==> config.mk <==
export PLATFORM = sky130hd
export DESIGN_NAME = pipe_stage_reg_flat
export DESIGN_NICKNAME = d
export VERILOG_FILES = /design/src/rtl/pipe_stage_reg_pkg.sv /design/src/rtl/pipe_stage_reg_if.sv /design/src/rtl/pipe_data_reg.sv /design/src/rtl/pipe_stage_reg.sv /design/src/flat_wrapper.sv
export SDC_FILE = /design/constraint.sdc
export NUM_CORES = 1
export LEC_CHECK = 0
export ABC_CLOCK_PERIOD_IN_PS = 3500
export CAP_MARGIN = 40
export CORE_MARGIN = 5
export CORE_UTILIZATION = 68
export CTS_BUF_LIST = sky130_fd_sc_hd__clkbuf_8 sky130_fd_sc_hd__clkbuf_16
export DETAILED_ROUTE_END_ITERATION = 7
export DONT_BUFFER_PORTS = 1
export GPL_ROUTABILITY_DRIVEN = 0
export HOLD_SLACK_MARGIN = 0.05
export PLACE_DENSITY_LB_ADDON = 0.05
export RECOVER_POWER = 25
export SETUP_SLACK_MARGIN = 0.02
export SLEW_MARGIN = 10
export SYNTH_ARGS = -nofsm -noshare
export SYNTH_HDL_FRONTEND = slang
export SYNTH_HIERARCHICAL = 1
export SYNTH_SLANG_ARGS = --single-unit
==> constraint.sdc <==
create_clock -name clk_i -period 3.5 [get_ports clk_i]
set_clock_uncertainty 0.1 [all_clocks]
set_input_delay 1.05 -clock clk_i [delete_from_list [all_inputs] [get_ports clk_i]]
set_output_delay 1.05 -clock clk_i [all_outputs]
set_load 0.005 [all_outputs]
==> src/rtl/pipe_stage_reg_pkg.sv <==
// Shared types for the pipeline stage register: state encoding and occupancy width.
// The state encoding is chosen so the state value doubles as the occupancy count.
package pipe_pkg;

   localparam int PIPE_OCC_W = 2;

   typedef enum logic [1:0] {
      EMPTY = 2'b00,
      ONE   = 2'b01,
      TWO   = 2'b10
   } pipe_state_t;

   function automatic logic [PIPE_OCC_W-1:0] state_to_occ(input pipe_state_t state);
      logic [PIPE_OCC_W-1:0] occ;
      occ = '0;
      case (state)
         EMPTY:   occ = 2'd0;
         ONE:     occ = 2'd1;
         TWO:     occ = 2'd2;
         default: occ = 2'd0;
      endcase
      return occ;
   endfunction

endpackage

==> src/rtl/pipe_stage_reg_if.sv <==
// Handshake bundle around one pipeline stage: upstream valid/ready/payload,
// downstream valid/ready/payload and the occupancy status.
interface pipe_stage_reg_if #(
   parameter int WIDTH = 32
);
   import pipe_pkg::*;

   logic                  valid_i;
   logic                  ready_o;
   logic [WIDTH-1:0]      write_i;
   logic                  valid_o;
   logic                  ready_i;
   logic [WIDTH-1:0]      read_o;
   logic [PIPE_OCC_W-1:0] occ_o;

   // The stage itself is the slave; the surrounding pipeline or a bench is the master.
   modport slave (
      input  valid_i,
      input  write_i,
      input  ready_i,
      output ready_o,
      output valid_o,
      output read_o,
      output occ_o
   );

   modport master (
      output valid_i,
      output write_i,
      output ready_i,
      input  ready_o,
      input  valid_o,
      input  read_o,
      input  occ_o
   );

endinterface

==> src/rtl/pipe_data_reg.sv <==
// Payload register with load enable, synchronous clear and asynchronous reset,
// both of which return it to RESET_VAL. Clear takes priority over load.
module pipe_data_reg #(
   parameter int               WIDTH     = 32,
   parameter logic [WIDTH-1:0] RESET_VAL = '0
) (
   input  logic             clk_i,
   input  logic             reset_ni,
   input  logic             clear_i,
   input  logic             load_i,
   input  logic [WIDTH-1:0] d_i,
   output logic [WIDTH-1:0] q_o
);

   always_ff @(posedge clk_i or negedge reset_ni) begin
      if (!reset_ni) begin
         q_o <= RESET_VAL;
      end else if (clear_i) begin
         q_o <= RESET_VAL;
      end else if (load_i) begin
         q_o <= d_i;
      end
   end

endmodule

==> src/rtl/pipe_stage_reg.sv <==
// Pipeline stage register with valid/ready handshake, synchronous flush and an
// optional two-entry skid buffer that makes ready_o a pure register decode.
module pipe_stage_reg
   import pipe_pkg::*;
#(
   parameter int               WIDTH     = 32,
   parameter int               SKID      = 1,
   parameter logic [WIDTH-1:0] RESET_VAL = '0
) (
   input  logic             clk_i,
   input  logic             reset_ni,
   input  logic             flush_i,
   pipe_stage_reg_if.slave  bus
);

   pipe_state_t      state_q;
   pipe_state_t      state_d;
   logic             stage_valid;
   logic             stage_ready;
   logic             in_fire;
   logic             out_fire;
   logic             main_load;
   logic             main_from_skid;
   logic             skid_load;
   logic [WIDTH-1:0] main_d;
   logic [WIDTH-1:0] main_q;
   logic [WIDTH-1:0] skid_q;

   assign stage_valid = (state_q != EMPTY);

   // With the skid buffer, ready depends only on state so the ready path is registered.
   generate
      if (SKID != 0) begin : g_ready_reg
         assign stage_ready = (state_q != TWO);
      end else begin : g_ready_comb
         assign stage_ready = bus.ready_i | ~stage_valid;
      end
   endgenerate

   assign in_fire  = bus.valid_i & stage_ready;
   assign out_fire = stage_valid & bus.ready_i;

   always_ff @(posedge clk_i or negedge reset_ni) begin
      if (!reset_ni) begin
         state_q <= EMPTY;
      end else begin
         state_q <= state_d;
      end
   end

   always_comb begin
      state_d        = state_q;
      main_load      = 1'b0;
      main_from_skid = 1'b0;
      skid_load      = 1'b0;
      case (state_q)
         EMPTY: begin
            if (in_fire) begin
               main_load = 1'b1;
               state_d   = ONE;
            end
         end
         ONE: begin
            if (in_fire && out_fire) begin
               main_load = 1'b1;
            end else if (out_fire) begin
               state_d = EMPTY;
            end else if (in_fire && (SKID != 0)) begin
               skid_load = 1'b1;
               state_d   = TWO;
            end
         end
         TWO: begin
            if (out_fire) begin
               main_load      = 1'b1;
               main_from_skid = 1'b1;
               state_d        = ONE;
            end
         end
         default: begin
            state_d = EMPTY;
         end
      endcase
      // Flush wins over everything clocked; the registers clear through their own clear input.
      if (flush_i) begin
         state_d        = EMPTY;
         main_load      = 1'b0;
         main_from_skid = 1'b0;
         skid_load      = 1'b0;
      end
   end

   assign main_d = main_from_skid ? skid_q : bus.write_i;

   pipe_data_reg #(
      .WIDTH     (WIDTH),
      .RESET_VAL (RESET_VAL)
   ) u_main_reg (
      .clk_i    (clk_i),
      .reset_ni (reset_ni),
      .clear_i  (flush_i),
      .load_i   (main_load),
      .d_i      (main_d),
      .q_o      (main_q)
   );

   generate
      if (SKID != 0) begin : g_skid
         pipe_data_reg #(
            .WIDTH     (WIDTH),
            .RESET_VAL (RESET_VAL)
         ) u_skid_reg (
            .clk_i    (clk_i),
            .reset_ni (reset_ni),
            .clear_i  (flush_i),
            .load_i   (skid_load),
            .d_i      (bus.write_i),
            .q_o      (skid_q)
         );
      end else begin : g_no_skid
         logic unused_skid_load;
         assign unused_skid_load = skid_load;
         assign skid_q           = RESET_VAL;
      end
   endgenerate

   assign bus.ready_o = stage_ready;
   assign bus.valid_o = stage_valid;
   assign bus.read_o  = main_q;
   assign bus.occ_o   = state_to_occ(state_q);

endmodule

==> src/flat_wrapper.sv <==
// flat-port wrapper written by rule: the top's interface ports become plain ports
module pipe_stage_reg_flat import pipe_pkg::*;
#(
   parameter int               WIDTH     = 32,
   parameter int               SKID      = 1,
   parameter logic [WIDTH-1:0] RESET_VAL = '0
)
  (clk_i, reset_ni, flush_i, bus_valid_i, bus_write_i, bus_ready_i, bus_ready_o, bus_valid_o, bus_read_o, bus_occ_o);
  pipe_stage_reg_if #(.WIDTH(WIDTH)) bus_i ();
  input  logic clk_i;
  input  logic reset_ni;
  input  logic flush_i;
  input wire logic [$bits(bus_i.valid_i)-1:0] bus_valid_i;
  input wire logic [$bits(bus_i.write_i)-1:0] bus_write_i;
  input wire logic [$bits(bus_i.ready_i)-1:0] bus_ready_i;
  output wire logic [$bits(bus_i.ready_o)-1:0] bus_ready_o;
  output wire logic [$bits(bus_i.valid_o)-1:0] bus_valid_o;
  output wire logic [$bits(bus_i.read_o)-1:0] bus_read_o;
  output wire logic [$bits(bus_i.occ_o)-1:0] bus_occ_o;
  assign bus_i.valid_i = bus_valid_i;
  assign bus_i.write_i = bus_write_i;
  assign bus_i.ready_i = bus_ready_i;
  assign bus_ready_o = bus_i.ready_o;
  assign bus_valid_o = bus_i.valid_o;
  assign bus_read_o = bus_i.read_o;
  assign bus_occ_o = bus_i.occ_o;
  pipe_stage_reg #(.WIDTH(WIDTH), .SKID(SKID), .RESET_VAL(RESET_VAL)) u_core (.clk_i(clk_i), .reset_ni(reset_ni), .flush_i(flush_i), .bus(bus_i));
endmodule
### Yosys cells after proc, flatten, opt, wreduce, memory -nomap -nowiden

Index checks and enable logic that the tools add are counted.

| word-level totals | value |
|---|---|
| flip-flop bits (word level) | 66 |
| output and inout port bits | 36 |

| operators by class | value |
|---|---|
| equal/unequal tests | 7 |
| bitwise gates (word level) | 2 |
| reduce and logical (&&, ||, !) cells | 6 |
| muxes and demuxes | 24 |

Operators by type and width:

| operator | count |
|---|---|
| two-way mux 32 bit | 5 |
| two-way mux 2 bit | 6 |
| two-way mux 1 bit | 10 |
| != test 3 x 2 -> 1 bit (second input constant) | 2 |
| case mux 2 bit (3 select lines) | 1 |
| nonzero test 2 bit | 3 |
| != test 4 x 2 -> 1 bit (second input constant) | 1 |
| case mux 2 bit (2 select lines) | 1 |
| AND reduction 4 bit | 1 |
| != test 3 bit (second input constant) | 1 |
| case mux 1 bit (3 select lines) | 1 |
| bitwise AND 1 bit | 2 |
| equality test 2 x 1 -> 1 bit (second input constant) | 1 |
| equality test 2 bit (second input constant) | 1 |
| logical NOT 2 bit | 1 |
| != test 2 bit (second input constant) | 1 |
| logical AND 1 bit | 1 |

### Depth between registers and ports, before layout

| depth | value |
|---|---|
| depth after elaboration | 9 |
| depth in mapped cells | 7 |
| gate-level depth less buffers | 5 |

### Cells and area by module

The synthesis kept the hierarchy.

Modules (own cells, without submodules):

| module | area an instance (um^2) | cells each | seq. area each (um^2) | times used |
|---|---|---|---|---|
| pipe_data_reg | 1323.8 | 103 | 800.8 | 2 |
| pipe_stage_reg | 553.0 | 53 | 50.0 | 1 |

### Worst setup path after synthesis

OpenSTA, ideal clock, no wires.

| path | value |
|---|---|
| kind | in2reg |
| start point | input port bus_ready_i |
| end point | register u_core.u_main_reg.q_o[0] |
| stages on the path | 5 |
| setup time | 0.132 ns |
| data arrival time | 2.000 ns |
| path slack | 1.268 ns |
| path through | nor3b_4 buf_6 mux2_2 mux2i_1 nor2_1 |

| between the ends | value |
|---|---|
| word-level cells in the longest chain between the ends | 7 |
| elaborated cells between the ends (all ways) | 12 |
| classes of those cells | mux: 9; bitwise: 1; reduce/logical: 2 |

Ends and longest elaborated chain:

| element | RTL line | RTL |
|---|---|---|
| start, declared | flat_wrapper.sv:15 | `input wire logic [$bits(bus_i.ready_i)-1:0] bus_ready_i;` |
| bitwise AND 1 bit | pipe_stage_reg.sv:41 | `assign out_fire = stage_valid & bus.ready_i;` |
| two-way mux 1 bit | pipe_stage_reg.sv:74 | `if (out_fire) begin` |
| two-way mux 1 bit | pipe_stage_reg.sv:56 | `case (state_q)` |
| two-way mux 1 bit | pipe_stage_reg.sv:85 | `if (flush_i) begin` |
| two-way mux 32 bit | pipe_stage_reg.sv:93 | `assign main_d = main_from_skid ? skid_q : bus.write_i;` |
| net u_core.main_d[0] | pipe_stage_reg.sv:25 | `logic [WIDTH-1:0] main_d;` |
| two-way mux 32 bit | pipe_data_reg.sv:20 | `end else if (load_i) begin` |
| two-way mux 32 bit | pipe_data_reg.sv:18 | `end else if (clear_i) begin` |
| end signal, assigned | pipe_data_reg.sv:21 | `q_o <= d_i;` |
| end, declared | pipe_data_reg.sv:12 | `output logic [WIDTH-1:0] q_o` |

The timed path passes the listed nets, and every way through them passes these cells. The select of a mux whose other input is x is not followed.
A chain may end at the register's enable or synchronous reset.

### Final worst setup path

| path | value |
|---|---|
| start point | register u_core.state_q[1] |
| end point | output port bus_valid_o |

| between the ends | value |
|---|---|
| word-level cells in the longest chain between the ends | 1 |

Ends and longest elaborated chain:

| element | RTL line | RTL |
|---|---|---|
| start, declared | pipe_stage_reg.sv:16 | `pipe_state_t state_q;` |
| start signal, assigned | pipe_stage_reg.sv:47 | `state_q <= state_d;` |
| nonzero test 2 bit | pipe_stage_reg.sv:29 | `assign stage_valid = (state_q != EMPTY);` |
| end, declared | flat_wrapper.sv:17 | `output wire logic [$bits(bus_i.valid_o)-1:0] bus_valid_o;` |

No other way between the ends.

==> impl_results.md <==
* Most frequent cell after synthesis: dfrtp_1
* RSZ-0062 raised after global routing: false
* Synth top area cells: dfrtp_1 (52%), mux2i_1 (20%), mux2_2 (11%)
* Seq/Total Area, Yosys at 51.6%
* EDFF count, synth at 0
* Total power draw at 1.49 mW
* Pin count of the biggest net entering global routing at 70
* Clock network fraction of total power at 38.0%
* Maximum vdd ir drop at 273 uV
* First-pass GRT wire length at 9670 um
* Initial Util at 68.7%
* Worst stage delay on the critical path at 0.44 ns
* Worst skew pair latency at 0.32 ns
* Crit path kind: flip-flop to output port
* TritonCTS clock tree: yes
* Crit path arrival time at 1.08 ns
* Routed wire length at 5870 um
* # IOs at 73
* Area share of the largest cell type after synthesis at 51.6%
* Post-route ant nets at 0
* Number of I/O port buffers at 0
* Cell Int Power at 1.16 mW
* Sequential share of power at 54.5%
* Main flop type after synthesis: dfrtp_1
* Async SR Flop Fraction at 100%
* Post-route setup TNS at 0 ns
* Congestion Overflow GR at 0
* Dpl ws at 0.999 ns
* Hold-fix buffers, CTS at 0
* Average size of a mapped cell at 12.4 um^2
* Fin. Hold Viols at 0
* # Max-Cap Violations at 0
* Commonest cells post-synth: dfrtp_1 (66), nor2_1 (65), mux2i_1 (64)
* Final nets at 294
* Post-DP HPWL at 3820 um
* Clk slew on worst S/H paths at 0.07 ns
* Net Sw Frac at 22.3%
* Num CTS Buffers at 9
* Drt first pass iters at 4
* Die height at 78.6 um
* Post-layout instance area at 3300 um^2
* Minimum clock period after layout at 2.23 ns
* Final Slew Violations at 0
* Pleak at 1.47 nW
* WL per Instance at 18.6 um
* DR vias at 1833
* Buf/Inv on CP at 0
* Number of remaining DRC errors at 0
* Fillcell total at 353
* Post-cts resize count at 0
* CP Capture Type: output port
* Placed inst area at 3120 um^2
* Root buf cell: clkbuf_8
* CTS Buffer Depth at 2
* Clock Sinks at 66
* Synth area leader: dfrtp_1
* WP data required at 2.35 ns
* Area growth, synth to finish at 3.05%
* Worst min path class: input port to asynchronous set/reset pin
* Critical path peak fanout at 5
* Antenna Cells at 0
* Placed cells at 300
* Cells along the critical path: or2_2
* PD cells at 452 nW/um^2
* P_sw at 0.333 mW
* Number of cell rows at 25
* Die ar. at 6180 um^2
* Slowest cell on crit path: dfrtp_1
* Flops & latches, synth at 66
* Setup bufs post-CTS at 0
* Fmax at 0.449 GHz
* Slew @ Worst Pin at 0.553 ns
* CP Launch Type: flip-flop
* Syn Inst Count at 259
* Layout cells sized above 1 at 21.0%
* Outcome: complete, no violations
* Overall routing resource usage at 20.3%
* Vias per std cell at 5.80
* Setup violators final at 0
* Net Count, Synth at 296
* Core Footprint at 4660 um^2
* Yosys warnings at 6
* Post-Synthesis Cell Area at 3200 um^2
* Htree depth at 3
* Iteration-0 DRC Markers at 96
* Vias in the first global route at 1980
* Initial antenna violation count at 0
* Setup WS post-layout at 1.27 ns
* Number of distinct library cells after synthesis at 20
* Chip width at 78.6 um
* Rel. slew slack at 63.2%
* Layout Cells excl Fill at 316
* Combinational share of power at 7.4%
* Period utilization at 63.6%
* Critical path's top delay family: flip-flops
[area by class of cell]
class	instances	area (um^2)	area share [%]
timing repair buffer	4	30.0	0.910
sequential	66	1650	50.1
multi-input combinational	175	1360	41.3
tap	54	67.6	2.05
inverter	1	3.75	0.114
clock buffer	12	165	5.01
clock inverter	4	17.5	0.531
[flip-flops by register name, indices dropped and copies added, names as in the netlist]
name / flops
u_core/state_q: 2
u_core/u_main_reg/q_o: 32
u_core/g_skid.u_skid_reg/q_o: 32
[cell usage in the layout (no fill, tap or decap), drive strengths merged, types with 2 or more instances in the layout]
master,instances
clkinv,2
mux2i,64
inv,3
mux2,32
nand2,3
dfrtp,66
clkbuf,12
nor2,65
buf,4
[path summary, 6_finish.rpt]
kind                                                 startpoint                                to  slack (ns)  cells after the start
worst min register to register  u_core/g_skid.u_skid_reg/q_o[5]   u_core/g_skid.u_skid_reg/q_o[5]        0.42                      2
max in group asynchronous                              reset_ni   u_core/g_skid.u_skid_reg/q_o[5]        2.89                      0
worst max register to register                u_core/state_q[0]         u_core/u_main_reg/q_o[19]        1.41                      6
worst min-delay path                                   reset_ni  u_core/g_skid.u_skid_reg/q_o[19]        0.32                      0
min in group clk_i              u_core/g_skid.u_skid_reg/q_o[5]   u_core/g_skid.u_skid_reg/q_o[5]        0.42                      2
worst max-delay path                          u_core/state_q[1]                       bus_valid_o        1.27                      1
[power by group through the flow]
stage / Sequential [mW] / Combinational (mW) / Clock [mW]
2_1_floorplan: 0.821 / 0.118 / 0
3_3_place_gp: 0.827 / 0.105 / 0
3_5_place_dp: 0.828 / 0.112 / 0
4_1_cts: 0.814 / 0.112 / 0.581
5_1_grt: 0.817 / 0.122 / 0.621
6_report: 0.814 / 0.111 / 0.567
[layer usage]
layer  GRT usage, %  vias up  wire [um]
met5              0        -          0
met4           8.57        0        109
met2           32.5       57       2870
met1           24.1      890       2390
met3           8.60       12        495
li1               -      874          -
[through the flow]
| step | hold slack (ns) | util, % |
|---|---|---|
| after floorplan | 0.380 | - |
| after global placement | 0.395 | 66.8 |
| after detailed placement | 0.410 | 66.8 |
| after CTS | 0.306 | 70.8 |
| after global routing | 0.291 | 70.8 |
| final | 0.317 | 70.8 |
[kinds of logic (layout without fill, tap and decap cells)]
family / after synthesis / after routing / synth area share, %
AOI/OAI and AO/OA: 4 / 4 / 0.821
muxes: 96 / 96 / 31.3
DFF: 66 / 66 / 51.6
buffers and inverters: 18 / 21 / 6.33
and+or+nand+nor: 75 / 75 / 9.97
Power figures use the tool's default switching activity.
